**src/rtl/matmul_pkg.sv**
```systemverilog
// Shared constants and state type for the 3x3 fp8 matrix-multiplier streaming port.
// Elements are opaque fp8 bytes: sign, 3-bit exponent, 4-bit fraction.
package matmul_pkg;
  localparam int EW       = 8;
  localparam int MAT_N    = 3;
  localparam int NEL      = MAT_N * MAT_N;
  localparam int NOPS     = 2 * NEL;
  localparam int LATENCY  = 9;

  localparam int SIGN_BIT = 7;
  localparam int EXP_MSB  = 6;
  localparam int EXP_LSB  = 4;
  localparam int FRAC_MSB = 3;

  typedef enum logic [2:0] {
    IDLE    = 3'd0,
    LOAD    = 3'd1,
    START   = 3'd2,
    WAIT    = 3'd3,
    CAPTURE = 3'd4,
    DRAIN   = 3'd5
  } state_t;
endpackage

```
**src/rtl/matmul_stream_ctrl.sv**
```systemverilog
// Batch sequencer: operand load, array start, fixed-latency wait, result capture and drain.
// Holds the load, wait and drain counters; every handshake output is decoded from the state.
module matmul_stream_ctrl
  import matmul_pkg::*;
#(
  parameter int LATENCY = 9
) (
  input  logic       clk,
  input  logic       rst_n,
  input  logic       s_valid,
  input  logic       m_ready,
  output logic [4:0] ld_cnt,
  output logic [3:0] dr_cnt,
  output logic       load_we,
  output logic       capture_en,
  output logic       s_ready,
  output logic       m_valid,
  output logic       m_last,
  output logic       mm_start,
  output logic       busy
);
  localparam logic [4:0] LD_LAST = 5'(NOPS - 1);
  localparam logic [3:0] WT_LAST = 4'(LATENCY - 1);
  localparam logic [3:0] DR_LAST = 4'(NEL - 1);

  state_t     state_q, state_d;
  logic [4:0] ld_q, ld_d;
  logic [3:0] wt_q, wt_d;
  logic [3:0] dr_q, dr_d;
  logic       mm_start_q, mm_start_d;

  always_ff @(posedge clk) begin
    if (!rst_n) begin
      state_q    <= IDLE;
      ld_q       <= '0;
      wt_q       <= '0;
      dr_q       <= '0;
      mm_start_q <= 1'b0;
    end else begin
      state_q    <= state_d;
      ld_q       <= ld_d;
      wt_q       <= wt_d;
      dr_q       <= dr_d;
      mm_start_q <= mm_start_d;
    end
  end

  always_comb begin
    state_d = state_q;
    ld_d    = ld_q;
    wt_d    = wt_q;
    dr_d    = dr_q;
    case (state_q)
      IDLE: begin
        ld_d    = '0;
        state_d = LOAD;
      end
      LOAD: begin
        if (s_valid) begin
          ld_d = ld_q + 5'd1;
          if (ld_q == LD_LAST) state_d = START;
        end
      end
      START: begin
        wt_d    = '0;
        state_d = WAIT;
      end
      WAIT: begin
        wt_d = wt_q + 4'd1;
        if (wt_q == WT_LAST) state_d = CAPTURE;
      end
      CAPTURE: begin
        dr_d    = '0;
        state_d = DRAIN;
      end
      DRAIN: begin
        if (m_ready) begin
          dr_d = dr_q + 4'd1;
          if (dr_q == DR_LAST) begin
            ld_d    = '0;
            state_d = LOAD;
          end
        end
      end
      default: state_d = IDLE;
    endcase
    // Registered so the array sees a clean pulse aligned with the START state.
    mm_start_d = (state_d == START);
  end

  assign s_ready    = (state_q == LOAD);
  assign m_valid    = (state_q == DRAIN);
  assign m_last     = m_valid && (dr_q == DR_LAST);
  assign busy       = (state_q == START) || (state_q == WAIT) ||
                      (state_q == CAPTURE) || (state_q == DRAIN);
  assign load_we    = s_ready && s_valid;
  assign capture_en = (state_q == CAPTURE);
  assign mm_start   = mm_start_q;
  assign ld_cnt     = ld_q;
  assign dr_cnt     = dr_q;
endmodule

```
**src/rtl/matmul_stream_port.sv**
```systemverilog
// Host streaming port for the 3x3 fp8 systolic array: byte stream in to parallel A/B,
// parallel C captured after the array latency and streamed back out row-major.
module matmul_stream_port
  import matmul_pkg::*;
#(
  parameter int LATENCY = matmul_pkg::LATENCY
) (
  input  logic              clk,
  input  logic              rst_n,
  input  logic              s_valid,
  output logic              s_ready,
  input  logic [EW-1:0]     s_data,
  output logic              m_valid,
  input  logic              m_ready,
  output logic [EW-1:0]     m_data,
  output logic              m_last,
  output logic              mm_start,
  output logic [NEL*EW-1:0] a_flat,
  output logic [NEL*EW-1:0] b_flat,
  input  logic [NEL*EW-1:0] c_flat,
  output logic              busy
);
  localparam logic [4:0] OP_N = 5'(NOPS);
  localparam logic [3:0] EL_N = 4'(NEL);

  logic [4:0] ld_cnt;
  logic [3:0] dr_cnt;
  logic       load_we;
  logic       capture_en;

  matmul_stream_ctrl #(.LATENCY(LATENCY)) u_ctrl (
    .clk        (clk),
    .rst_n      (rst_n),
    .s_valid    (s_valid),
    .m_ready    (m_ready),
    .ld_cnt     (ld_cnt),
    .dr_cnt     (dr_cnt),
    .load_we    (load_we),
    .capture_en (capture_en),
    .s_ready    (s_ready),
    .m_valid    (m_valid),
    .m_last     (m_last),
    .mm_start   (mm_start),
    .busy       (busy)
  );

  // Operand file: entries 0..8 are A, 9..17 are B, both row-major.
  logic [EW-1:0]     op_q [NOPS];
  logic [EW-1:0]     op_d [NOPS];
  logic [NEL*EW-1:0] c_q, c_d;
  logic [EW-1:0]     c_el [NEL];

  always_comb begin
    op_d = op_q;
    if (load_we && (ld_cnt < OP_N)) op_d[ld_cnt] = s_data;
    c_d = capture_en ? c_flat : c_q;
  end

  always_ff @(posedge clk) begin
    if (!rst_n) begin
      for (int i = 0; i < NOPS; i++) op_q[i] <= '0;
      c_q <= '0;
    end else begin
      op_q <= op_d;
      c_q  <= c_d;
    end
  end

  for (genvar gi = 0; gi < NEL; gi++) begin : g_pack
    assign a_flat[(NEL-1-gi)*EW +: EW] = op_q[gi];
    assign b_flat[(NEL-1-gi)*EW +: EW] = op_q[NEL+gi];
    assign c_el[gi]                    = c_q[(NEL-1-gi)*EW +: EW];
  end

  always_comb begin
    m_data = '0;
    if (dr_cnt < EL_N) m_data = c_el[dr_cnt];
  end
endmodule

```
**config.mk**
```make
export PLATFORM = sky130hd
export DESIGN_NAME = matmul_stream_port
export DESIGN_NICKNAME = d
export VERILOG_FILES = /design/src/rtl/matmul_pkg.sv /design/src/rtl/matmul_stream_ctrl.sv /design/src/rtl/matmul_stream_port.sv
export SDC_FILE = /design/constraint.sdc
export NUM_CORES = 1
export LEC_CHECK = 0
export CORE_ASPECT_RATIO = 1.25
export CORE_MARGIN = 5
export CORE_UTILIZATION = 44
export CTS_CLUSTER_SIZE = 16
export DETAILED_ROUTE_END_ITERATION = 16
export PLACE_DENSITY_LB_ADDON = 0.05
export SLEW_MARGIN = 20
export SYNTH_ARGS = -nofsm -noshare
export SYNTH_HDL_FRONTEND = slang
export SYNTH_SLANG_ARGS = --single-unit
```
**constraint.sdc**
```tcl
create_clock -name clk -period 1.99 [get_ports clk]
set_clock_uncertainty 0.2 [all_clocks]
set_input_delay 0.398 -clock clk [delete_from_list [all_inputs] [get_ports clk]]
set_output_delay 0.398 -clock clk [all_outputs]
set_load 0.05 [all_outputs]
```
==> results.env, run 1 <==
STATUS='complete, but fails checks'
VIOLATIONS_IN_THE_FINAL_REPORTS='negative setup slack'
FINAL.SETUP.WORST_SLACK_PS=-631.4
GRT_MOST_USED_LAYER='met2'
GRTUSAGEMET2_PCT=37.74
WORSTHOLDSTART='rst_n'
CRITICAL_PATH_START_END_CLASSIFICATION='flip-flop to primary output'
SYNTH_AREA_SQ_UM=9052
MAX_CAP_VIOL_COUNT=0
POWERDENSITY_nW_PER_UM2=777.1
CRIT_REQUIRED_PS=1390
HOLD_VIOLATIONS=0
SYNTH_CELL_TYPE_COUNT=41
GRT_FIRST_PASS_WIRELENGTH_MICRONS=39700
FINAL_LAYOUT_SIZE_SUFFIX_GT1_SHARE_PCT=25.93
CRIT-REG2REG-LAUNCH='u_ctrl.state_q[2]'
DRT-TOTAL-WL_MICRONS=25450
R2R-END='a_flat[28]'
TIMING.CRITICAL_PATH.CELLS='buf_12 > mux4_2 > o221ai_4 > nand2_4 > buf_6'
CP_SLOWEST_STAGE_DELAY_PS=580
GRT_START_MAX_NET_PINS=74
FINISH.CELL_COUNT_WITHOUT_FILLERS=1535
CRITPATHMAXFANOUT=4
PLACE.DETAILED.HPWL_MICRONS=17590
ROW_COUNT=58
MOSTFREQUENTLAYOUTCELLS='dfxtp_1, nand2_1, buf_4'
IR_WORST_VDD_V=0.0005115
YOSYS_REGISTER_BITS=233
NUMCTSBUFFERS=23
SYNTH_ASYNC_SR_FLOP_SHARE_PCT=0
FMAX_GHz=0.3815
BUFFER_PORTS.INSERTED=240
POSTSYNTHNETCOUNT=1093
FINAL_NETS=1344
GR-USAGE-ALL-LAYERS_PCT=20.40
DRT_ITER0_DRC=308
SYN_INST=1000
CRITPATHLAUNCHTYPE='flip-flop'
RSZ_0062_RAISED_AFTER_GLOBAL_ROUTING='true'
PATH_BUF_INV=2
DESIGN.PORTCOUNT=241
INITIAL_UTILIZATION_PCT=44.87
DIE_W_MICRONS=138.3
YS.WARNINGS.COUNT=0
CRIT_PATH_START='u_ctrl.dr_cnt[0]'
DPL_CELL_AREA_SQ_UM=11720
REG2REGPATHDEPTH=7
HOLD_DEPTH=3
PATH_DELAY_FAMILY='multiplexers'
VIA_COUNT=7735
ANTENNA_FOUND_INITIAL=0
NUMBER_OF_SYNTHESIZED_FLOPS_WITH_AN_ENABLE_PIN=0
TIMING.CRITICAL_PATH.TO_TYPE='primary output'
CTS_SINKS=233
TIMING_MAX_TRANSITION_VIOLATIONS_FINAL=0
HOLDCRITPATHCLASS='input port to flip-flop'
CLK_PIN_SLEW_PS=70
FINALWEIGHTEDCONGESTION=0.7751
DIE_HEIGHT_MICRONS=170.4
SYNTH_SEQ_AREA_SHARE_PCT=51.53
DESIGN_AREA_FINAL_SQ_UM=12960
HTREEDEPTH=1
WORST-SLEW-PIN-TRANSITION_PS=413.7
POWER.STATIC_LEAKAGE_uW=0.005282
CLOCK_INSERTION_DELAY_WORST_SKEW_PS=490
GRT_OVERFLOW_TOTAL=0
WORST_CASE_HOLD_PATH_END_POINT='u_ctrl.ld_cnt[3]'
GR-USAGE-MET3_PCT=4.103
POSTROUTEANTENNANETS=0
ARRIVAL_PS=2020
CLOCKBUFFERDEPTH=3
WORST-R2R-SETUP-SLACK_PS=70
CORE_AREA_SQ_UM=20170
ROUTED_WIRE_LENGTH_PER_INSTANCE_MICRONS=16.58
DOMINANTREGCELLSYNTH='dfxtp_1'
RELSLEWSLACK_PCT=72.42
SYN_AREA_PER_CELL_SQ_UM=9.052
DIODES=0
SYNTHTOLAYOUTAREAGROWTH_PCT=43.22
ROOT_BUFFER='clkbuf_16'
CP_SLOWEST_CELL='mux4_2'
CTS_HOLD_BUF=0
CTS_TREE='done'
DR.PASS1.ITERS=4
DRT-VIAS-PER-INSTANCE=5.039
LAYOUT_COMMONEST_CELL='dfxtp_1'
GRT_PASS1_VIAS=7332
FINAL_CRITICAL_PATH_REQUIRED_PERIOD_PS=2621
SETUP_VIOL_COUNT_FINAL=9
GR-USAGE-MET1_PCT=23.67
REMAINING_DRCS=0
TOTAL_DIE_AREA_SQ_UM=23560
PLACE.DETAILED.INSTANCES=1488
FINAL_MIN_PERIOD_OVER_CLOCK_PERIOD_PCT=131.7
[through the flow]
step	worst slack [ps]	power, uW	util (%)	TNS (ps)	hold WS, ps
6_report	-631.4	10080	64.26	-5029	55.08
5_1_grt	-689.1	10400	64.26	-5751	62.42
4_1_cts	-676.9	10160	63.53	-5438	38.87
3_5_place_dp	-414.8	5305	58.11	-46760	253.8
3_3_place_gp	-399.8	5305	58.11	-45210	246.7
2_1_floorplan	-270.1	5003	-	-310.0	240.0
[cells by family (layout without fill, tap and decap cells)]
| kind of cell | after synthesis | count (layout) | share of synthesized area [%] |
|---|---|---|---|
| XOR/XNOR | 2 | 2 | 0.1935 |
| flip-flops | 233 | 233 | 51.53 |
| adder cells (fa/ha/maj) | 9 | 9 | 1.244 |
| multiplexers | 73 | 73 | 9.288 |
| buffers and inverters | 87 | 352 | 4.147 |
| AND/OR/NAND/NOR | 391 | 391 | 19.42 |
| AO/OA/AOI/OAI | 205 | 205 | 14.18 |
[synthesized netlist by cell type, drive strengths merged, types with 4 or more instances]
| library cell | instances | share of area [%] |
|---|---|---|
| a21boi | 75 | 6.2 |
| a31oi | 13 | 0.90 |
| buf | 31 | 1.8 |
| clkbuf | 47 | 1.9 |
| dfxtp | 233 | 52 |
| ha | 9 | 1.2 |
| inv | 9 | 0.37 |
| mux2 | 8 | 1.0 |
| mux2i | 57 | 6.3 |
| mux4 | 8 | 2.0 |
| nand2 | 237 | 10 |
| nand2b | 5 | 0.35 |
| nand3 | 117 | 6.6 |
| nor2 | 7 | 0.29 |
| nor2b | 5 | 0.35 |
| nor3 | 4 | 0.22 |
| o21ai | 100 | 5.5 |
| o221ai | 8 | 0.77 |
[registers in the layout, indices dropped and copies added (netlist names)]
| signal | flops |
|---|---|
| u_ctrl.mm_start | 1 |
| c_el | 72 |
| u_ctrl.ld_cnt | 5 |
| u_ctrl.state_q | 3 |
| b_flat | 72 |
| a_flat | 72 |
| u_ctrl.wt_q | 4 |
| u_ctrl.dr_cnt | 4 |
[report_power, final]
| group | leakage (uW) | internal (uW) | switching, uW |
|---|---|---|---|
| Clock | 0.000409 | 3100 | 1780 |
| Combinational | 0.00299 | 252 | 266 |
| Sequential | 0.00188 | 4670 | 11.6 |
[tightest hold or removal path, cell delays in order]
cell	delay (ps)
buf_6	170
nand2_1	80
a31oi_1	40
[how the worst max path moves through the flow]
stage,cells past startpoint,end
2_1_floorplan,4,m_last
3_3_place_gp,7,a_flat[32]
3_5_place_dp,7,a_flat[35]
4_1_cts,5,m_data[5]
5_1_grt,5,m_data[0]
6_report,5,m_data[5]
[repair_timing]
| item | CTS | global route |
|---|---|---|
| pin swaps | 11 | 13 |
| endpoints found under the setup margin | 12 | 85 |
| gates resized for setup | 52 | 30 |
| cloned | 0 | 1 |
| setup buffers | 4 | 3 |
[area by class of cell]
type                            instances  area (sq um)
Multi-Input combinational cell        680          4303
Fill cell                            1768          7209
Sequential cell                       233          4681
Clock inverter                         10         227.7
Tap cell                              270         337.8
Clock buffer                           29         618.1
Inverter                                9         38.79
Timing Repair Buffer                  304          2759
[routing by layer]
metal / vias to the layer above / share of wire [%]
met5: - / 0
met4: 0 / 3.1
met3: 43 / 5.6
met2: 195 / 51
met1: 3558 / 40
li1: 3939 / -
Note: power is estimated with default switching activity, not from simulation.
==> inputs of run 2 (changes only) <==
- CORE_UTILIZATION: 44 -> 52
- PLACE_DENSITY: unset -> 0.86
- PLACE_DENSITY_LB_ADDON: 0.05 -> unset
- clock period: 1.99 -> 3.1 ns (I/O delays scaled with it)
==> run 2 against run 1 <==
Against the previous run: design area shrank 4.8%; register-to-register slack better by 640 ps; die area down 14%; highest routed layer unchanged; the flow now finishes without violations; count of clock-buffer cells in the layout is 1 higher; critical endpoint is now m_data[3].
==> results.env, run 2 (synthesis gave the netlist of run 1 again) <==
HOLD_DEPTH=2  # -1
DIE_HEIGHT_MICRONS=157.5  # -7.5%
LAYOUT_COMMONEST_CELL='dfxtp_1'
RELSLEWSLACK_PCT=39.93  # -32 points
POWER.STATIC_LEAKAGE_uW=0.004631  # -12%
CRITPATHLAUNCHTYPE='flip-flop'
FINAL_NETS=1290  # -4.0%
DESIGN.PORTCOUNT=241  # unchanged
GR-USAGE-ALL-LAYERS_PCT=23.86  # +3.5 points
CLOCKBUFFERDEPTH=3  # unchanged
GRT_PASS1_VIAS=7621  # +3.9%
REG2REGPATHDEPTH=4  # -3
FINAL.FILL_COUNT=1274  # -28%
HTREEDEPTH=1  # unchanged
PART_OF_THE_POWER_IN_THE_CLOCK_NETWORK_PCT=46.8  # -1.6 points
POWERDENSITY_nW_PER_UM2=504.6  # -35%
VIA_COUNT=7870  # +1.7%
GRT_FIRST_PASS_WIRELENGTH_MICRONS=38990  # -1.8%
DR.PASS1.ITERS=5  # +1
CTS_SINKS=233  # unchanged
GRTUSAGEMET2_PCT=42.39  # +4.6 points
DRT-TOTAL-WL_MICRONS=25090  # -1.4%
SETUP_TOTAL_NEGATIVE_SLACK_PS=0  # +5029 ps
REMAINING_DRCS=0  # unchanged
WORST-SLEW-PIN-TRANSITION_PS=901.0  # +487.3 ps
CRITPATHMAXFANOUT=14  # +10
MOSTFREQUENTLAYOUTCELLS='dfxtp_1, nand2_1, clkdlybuf4s50_1'
GRT_OVERFLOW_TOTAL=0  # unchanged
FINAL_CORE_UTILIZATION_PCT=71.38  # +7.1 points
GRT_MOST_USED_LAYER='met2'
PLACE.DETAILED.HPWL_MICRONS=17370  # -1.2%
WORST_CASE_HOLD_PATH_END_POINT='a_flat[10]'
INITIAL_UTILIZATION_PCT=52.34  # +7.5 points
STATUS='finished, final reports clean'
CLOCK_INSERTION_DELAY_WORST_SKEW_PS=500  # about the same
IR_WORST_VDD_V=0.0003410  # -33%
DIODES=0  # unchanged
PWR-SHARE-SEQ_PCT=48.3  # +1.8 points
CTS_HOLD_BUF=0  # unchanged
CTS_TREE='done'
GR-USAGE-MET3_PCT=4.684  # +0.58 points
CELL_INTERNAL_PWR_uW=4931  # -39%
CRIT-REG2REG-LAUNCH='u_ctrl.ld_cnt[2]'
POSTCTSSETUPREPAIRBUFS=0  # -4
DRT-VIAS-PER-INSTANCE=5.477  # +8.7%
FMAX_GHz=0.3346
SETUP_VIOL_COUNT_FINAL=0  # -9
ROW_COUNT=54  # -6.9%
TOTAL_DIE_AREA_SQ_UM=20160  # -14%
TIMING.CRITICAL_PATH.TO_TYPE='primary output'
CRITICAL_PATH_START_END_CLASSIFICATION='flip-flop to primary output'
WORSTHOLDSTART='a_flat[10]'
POWER_SWITCHING_uW=1299  # -37%
CLK_PIN_SLEW_PS=60  # about the same
FINAL_MIN_PERIOD_OVER_CLOCK_PERIOD_PCT=96.41
WORST-R2R-SETUP-SLACK_PS=710  # +640 ps
FINAL_CRITICAL_PATH_REQUIRED_PERIOD_PS=2989
ANTENNA_FOUND_INITIAL=0  # unchanged
FINALWEIGHTEDCONGESTION=0.8126  # +4.8%
HOLD_VIOLATIONS=0  # unchanged
MAX_CAP_VIOL_COUNT=0  # unchanged
SYNTHTOLAYOUTAREAGROWTH_PCT=36.39
ROUTED_WIRE_LENGTH_PER_INSTANCE_MICRONS=17.46  # +5.3%
DRT_ITER0_DRC=560  # +82%
ROOT_BUFFER='clkbuf_16'
BUFFER_PORTS.INSERTED=240  # unchanged
R2R-END='a_flat[31]'
POSTROUTEANTENNANETS=0  # unchanged
NUMCTSBUFFERS=22  # -4.3%
ARRIVAL_PS=2170  # +150 ps
FINAL_LAYOUT_SIZE_SUFFIX_GT1_SHARE_PCT=7.337  # -19 points
SW_FRAC_OF_TOTAL_PCT=20.85  # +0.47 points
COMB_POWER_SHARE_PCT=4.8  # -0.3 points
CORE_AREA_SQ_UM=17300  # -14%
GRT_START_MAX_NET_PINS=222  # +200%
GR-USAGE-MET1_PCT=28.15  # +4.5 points
CRIT_REQUIRED_PS=2280  # +890 ps
DIE_W_MICRONS=128.0  # -7.4%
HOLDCRITPATHCLASS='flip-flop to flip-flop'
RSZ_0062_RAISED_AFTER_GLOBAL_ROUTING='false'
TIMING_MAX_TRANSITION_VIOLATIONS_FINAL=0  # unchanged
==> run 2: how the worst max path moves through the flow <==
stage	start	to	slack, ps	depth (start not counted)
2_1_floorplan	u_ctrl.state_q[1]	m_last	350	4
3_3_place_gp	s_valid	a_flat[34]	330	6
6_report	u_ctrl.dr_cnt[0]	m_data[3]	110	5
3_5_place_dp	s_valid	a_flat[51]	170	6
5_1_grt	u_ctrl.dr_cnt[1]	m_data[6]	20	7
4_1_cts	u_ctrl.state_q[2]	busy	50	3
==> run 2: power by group through the flow <==
stage	Sequential, uW	Combinational (uW)	Clock [uW]
after floorplan	3110	106	0
after global placement	3080	298	0
after detailed placement	3080	299	0
after CTS	3010	301	2960
after global routing	3010	318	3100
final	3010	302	2920
==> run 2: routing by layer <==
layer  routed length, microns  vias to the layer above
met5                        0                        -
li1                         -                     3846
met4                      980                        0
met3                     1895                       57
met1                     9572                     3649
met2                    12640                      318
==> run 2: critical path, cell delays in order (launching register included) <==
cell      delay, ps
dfxtp_2         390
buf_12          180
mux4_2          560
o221ai_1        230
nand2_1         100
buf_4           200
==> run 2: layout make-up <==
type | instances | area [sq um] | area share, %
clock buffer | 30 | 641.9 | 5.199
timing repair buffer | 251 | 2542 | 20.59
inverter | 9 | 33.78 | 0.2736
clock inverter | 10 | 158.9 | 1.287
multi-input combinational | 680 | 4024 | 32.59
sequential | 233 | 4666 | 37.79
tap | 224 | 280.3 | 2.270
==> run 2: timing repair <==
item                                    CTS  global route
gates cloned                              0             1
resized for setup                         1             3
endpoints found under the setup margin    1             3
==> run 2: metrics by stage <==
stage / cells / power, uW / instance area, sq um / setup WS, ps / hold WS (ps)
CTS: 1436 / 6273 / 12320 / 51.16 / 247.0
global placement: 1396 / 3376 / 11520 / 334.5 / 244.1
global route: 1437 / 6428 / 12350 / 20.39 / 270.3
floorplan: 1000 / 3211 / 9052 / 345.9 / 240.0
finish: 1437 / 6230 / 12350 / 111.4 / 259.9
detailed placement: 1396 / 3378 / 11520 / 173.4 / 250.7
==> inputs of run 3 (changes only) <==
- TNS_END_PERCENT: unset -> 50
==> run 3 against run 2 <==
Against the previous run: combinational power is essentially flat; register-to-register slack is essentially flat; sequential share of layout area grew 0.051 points; largest power group unchanged; global-route usage is the same; wire length shrank 0.29%; worst setup slack lost 14 ps.
==> results.env, run 3 (synthesis gave the netlist of run 1 again) <==
STATUS='finished, final reports clean'
MAX_CAP_VIOL_COUNT=0  # unchanged
TIMING.CRITICAL_PATH.TO='m_data[2]'
HOLDCRITPATHCLASS='flip-flop to flip-flop'
DIODES=0  # unchanged
GRT_START_MAX_NET_PINS=222  # unchanged
FINAL_MIN_PERIOD_OVER_CLOCK_PERIOD_PCT=96.87  # +0.46 points
TOTAL_DIE_AREA_SQ_UM=20160  # unchanged
DESIGN_AREA_FINAL_SQ_UM=12330  # -0.16%
CTS_SINKS=233  # unchanged
DRT-VIAS-PER-INSTANCE=5.451  # -0.46%
FMAX_GHz=0.3330  # -0.47%
GRT_MOST_USED_LAYER='met2'
GRTUSAGEMET2_PCT=42.39  # unchanged
CRITPATHMAXFANOUT=28  # +14
HOLD_VIOLATIONS=0  # unchanged
POWER.STATIC_LEAKAGE_uW=0.004621  # -0.22%
TIMING_MAX_TRANSITION_VIOLATIONS_FINAL=0  # unchanged
DIE_HEIGHT_MICRONS=157.5  # unchanged
GRT_FIRST_PASS_WIRELENGTH_MICRONS=38990  # unchanged
REG2REGPATHDEPTH=4  # unchanged
GRT_PASS1_VIAS=7621  # unchanged
GR-USAGE-MET3_PCT=4.684  # unchanged
ROUTED_WIRE_LENGTH_PER_INSTANCE_MICRONS=17.42  # -0.22%
CLK_PIN_SLEW_PS=60  # about the same
TIMING.CRITICAL_PATH.TO_TYPE='primary output'
IR_WORST_VDD_V=0.0003400  # -0.32%
FINAL_CRITICAL_PATH_REQUIRED_PERIOD_PS=3003  # +14.24 ps
SETUP_TOTAL_NEGATIVE_SLACK_PS=0  # unchanged
CRITICAL_PATH_START_END_CLASSIFICATION='flip-flop to primary output'
PWR-SHARE-SEQ_PCT=48.3  # about the same
FINAL_LAYOUT_SIZE_SUFFIX_GT1_SHARE_PCT=7.261  # -0.076 points
FINAL_NETS=1289  # -0.078%
POSTCTSSETUPREPAIRBUFS=0  # unchanged
LAYOUT_COMMONEST_CELL='dfxtp_1'
DESIGN.PORTCOUNT=241  # unchanged
CELL_INTERNAL_PWR_uW=4931  # about the same
CP_SLOWEST_CELL='mux4_2'
PART_OF_THE_POWER_IN_THE_CLOCK_NETWORK_PCT=46.9  # about the same
COMB_POWER_SHARE_PCT=4.8  # about the same
POWERDENSITY_nW_PER_UM2=505.7  # +0.21%
HTREEDEPTH=1  # unchanged
DRT-TOTAL-WL_MICRONS=25010  # -0.29%
GR-USAGE-MET1_PCT=28.15  # unchanged
DIE_W_MICRONS=128.0  # unchanged
DR.PASS1.ITERS=5  # unchanged
ROW_COUNT=54  # unchanged
VIA_COUNT=7828  # -0.53%
SYNTHTOLAYOUTAREAGROWTH_PCT=36.17
DPL_CELL_AREA_SQ_UM=11520  # unchanged
FINAL_CORE_UTILIZATION_PCT=71.27  # -0.12 points
DRT_ITER0_DRC=639  # +14%
NUMCTSBUFFERS=22  # unchanged
CLOCKBUFFERDEPTH=3  # unchanged
DP_SLACK_PS=173.4  # unchanged
CTS_HOLD_BUF=0  # unchanged
PLACE.DETAILED.HPWL_MICRONS=17370  # unchanged
WORST-SLEW-PIN-TRANSITION_PS=877.2  # -23.85 ps
FINAL.SETUP.WORST_SLACK_PS=97.12  # -14.24 ps
CLOCK_INSERTION_DELAY_WORST_SKEW_PS=500  # about the same
CRIT_REQUIRED_PS=2280  # about the same
SETUP_VIOL_COUNT_FINAL=0  # unchanged
RELSLEWSLACK_PCT=41.38  # +1.4 points
GRT_OVERFLOW_TOTAL=0  # unchanged
ARRIVAL_PS=2180  # about the same
SW_FRAC_OF_TOTAL_PCT=20.89  # +0.039 points
POSTROUTEANTENNANETS=0  # unchanged
MOSTFREQUENTLAYOUTCELLS='dfxtp_1, nand2_1, clkdlybuf4s50_1'
CTS_TREE='done'
CTS-RESIZED-GATES=1  # unchanged
ANTENNA_FOUND_INITIAL=0  # unchanged
DESIGN_POWER_TOTAL_uW=6234  # about the same
GR-USAGE-ALL-LAYERS_PCT=23.86  # unchanged
CORE_AREA_SQ_UM=17300  # unchanged
CRIT_PATH_START='u_ctrl.dr_cnt[0]'
RSZ_0062_RAISED_AFTER_GLOBAL_ROUTING='false'
R2R-END='a_flat[31]'
INITIAL_UTILIZATION_PCT=52.34  # unchanged
FINALWEIGHTEDCONGESTION=0.8126  # unchanged
CRIT-REG2REG-LAUNCH='u_ctrl.ld_cnt[2]'
BUFFER_PORTS.INSERTED=240  # unchanged
CRITPATHLAUNCHTYPE='flip-flop'
TIMING.CRITICAL_PATH.CELLS='buf_12 > mux4_2 > o221ai_1 > nand2_1 > buf_4'
ROOT_BUFFER='clkbuf_16'
CP_SLOWEST_STAGE_DELAY_PS=580  # +20 ps
WORST-R2R-SETUP-SLACK_PS=720  # about the same
REMAINING_DRCS=0  # unchanged
POWER_SWITCHING_uW=1302  # +0.24%
[run 3: power by group through the flow]
stage                     logic (uW)  registers [uW]  clock network (uW)
after floorplan                  106            3110                   0
after global placement           298            3080                   0
after detailed placement         299            3080                   0
after CTS                        301            3010                2960
after global routing             318            3010                3100
final                            301            3010                2920
[run 3: how the worst min path moves through the flow]
stage	start	endpoint	slack, ps	depth (start not counted)
after floorplan	c_el[24]	c_el[24]	240	2
after global placement	b_flat[7]	b_flat[7]	240	2
after detailed placement	a_flat[10]	a_flat[10]	250	2
after CTS	rst_n	b_flat[65]	250	3
after global routing	rst_n	b_flat[44]	270	3
final	a_flat[10]	a_flat[10]	260	2
[run 3: cell type report]
cell class	instances	area, sq um
Tap cell	224	280.3
Clock buffer	30	641.9
Clock inverter	10	158.9
Fill cell	1278	4970
Sequential cell	233	4664
Multi-Input combinational cell	680	4030
Inverter	9	33.78
Timing Repair Buffer	250	2517
[run 3: routing by layer]
metal / wire [microns] / vias up / share of wire, %
li1: - / 3836 / -
met4: 956 / 0 / 3.8
met3: 1895 / 55 / 7.6
met5: 0 / - / 0
met1: 9638 / 3621 / 39
met2: 12520 / 316 / 50
[run 3: worst max-delay path: cells and delay by family, from the launching register on]
family | cells | cell delay, ps
and+or+nand+nor | 1 | 100
buffers and inverters | 2 | 430
DFF | 1 | 350
AOI/OAI and AO/OA | 1 | 210
muxes | 1 | 580
[run 3: through the flow]
step                      cells  hold slack [ps]
after floorplan            1000            240.0
after global placement     1396            244.1
after detailed placement   1396            250.7
after CTS                  1436            247.0
after global routing       1436            270.3
final                      1436            258.9
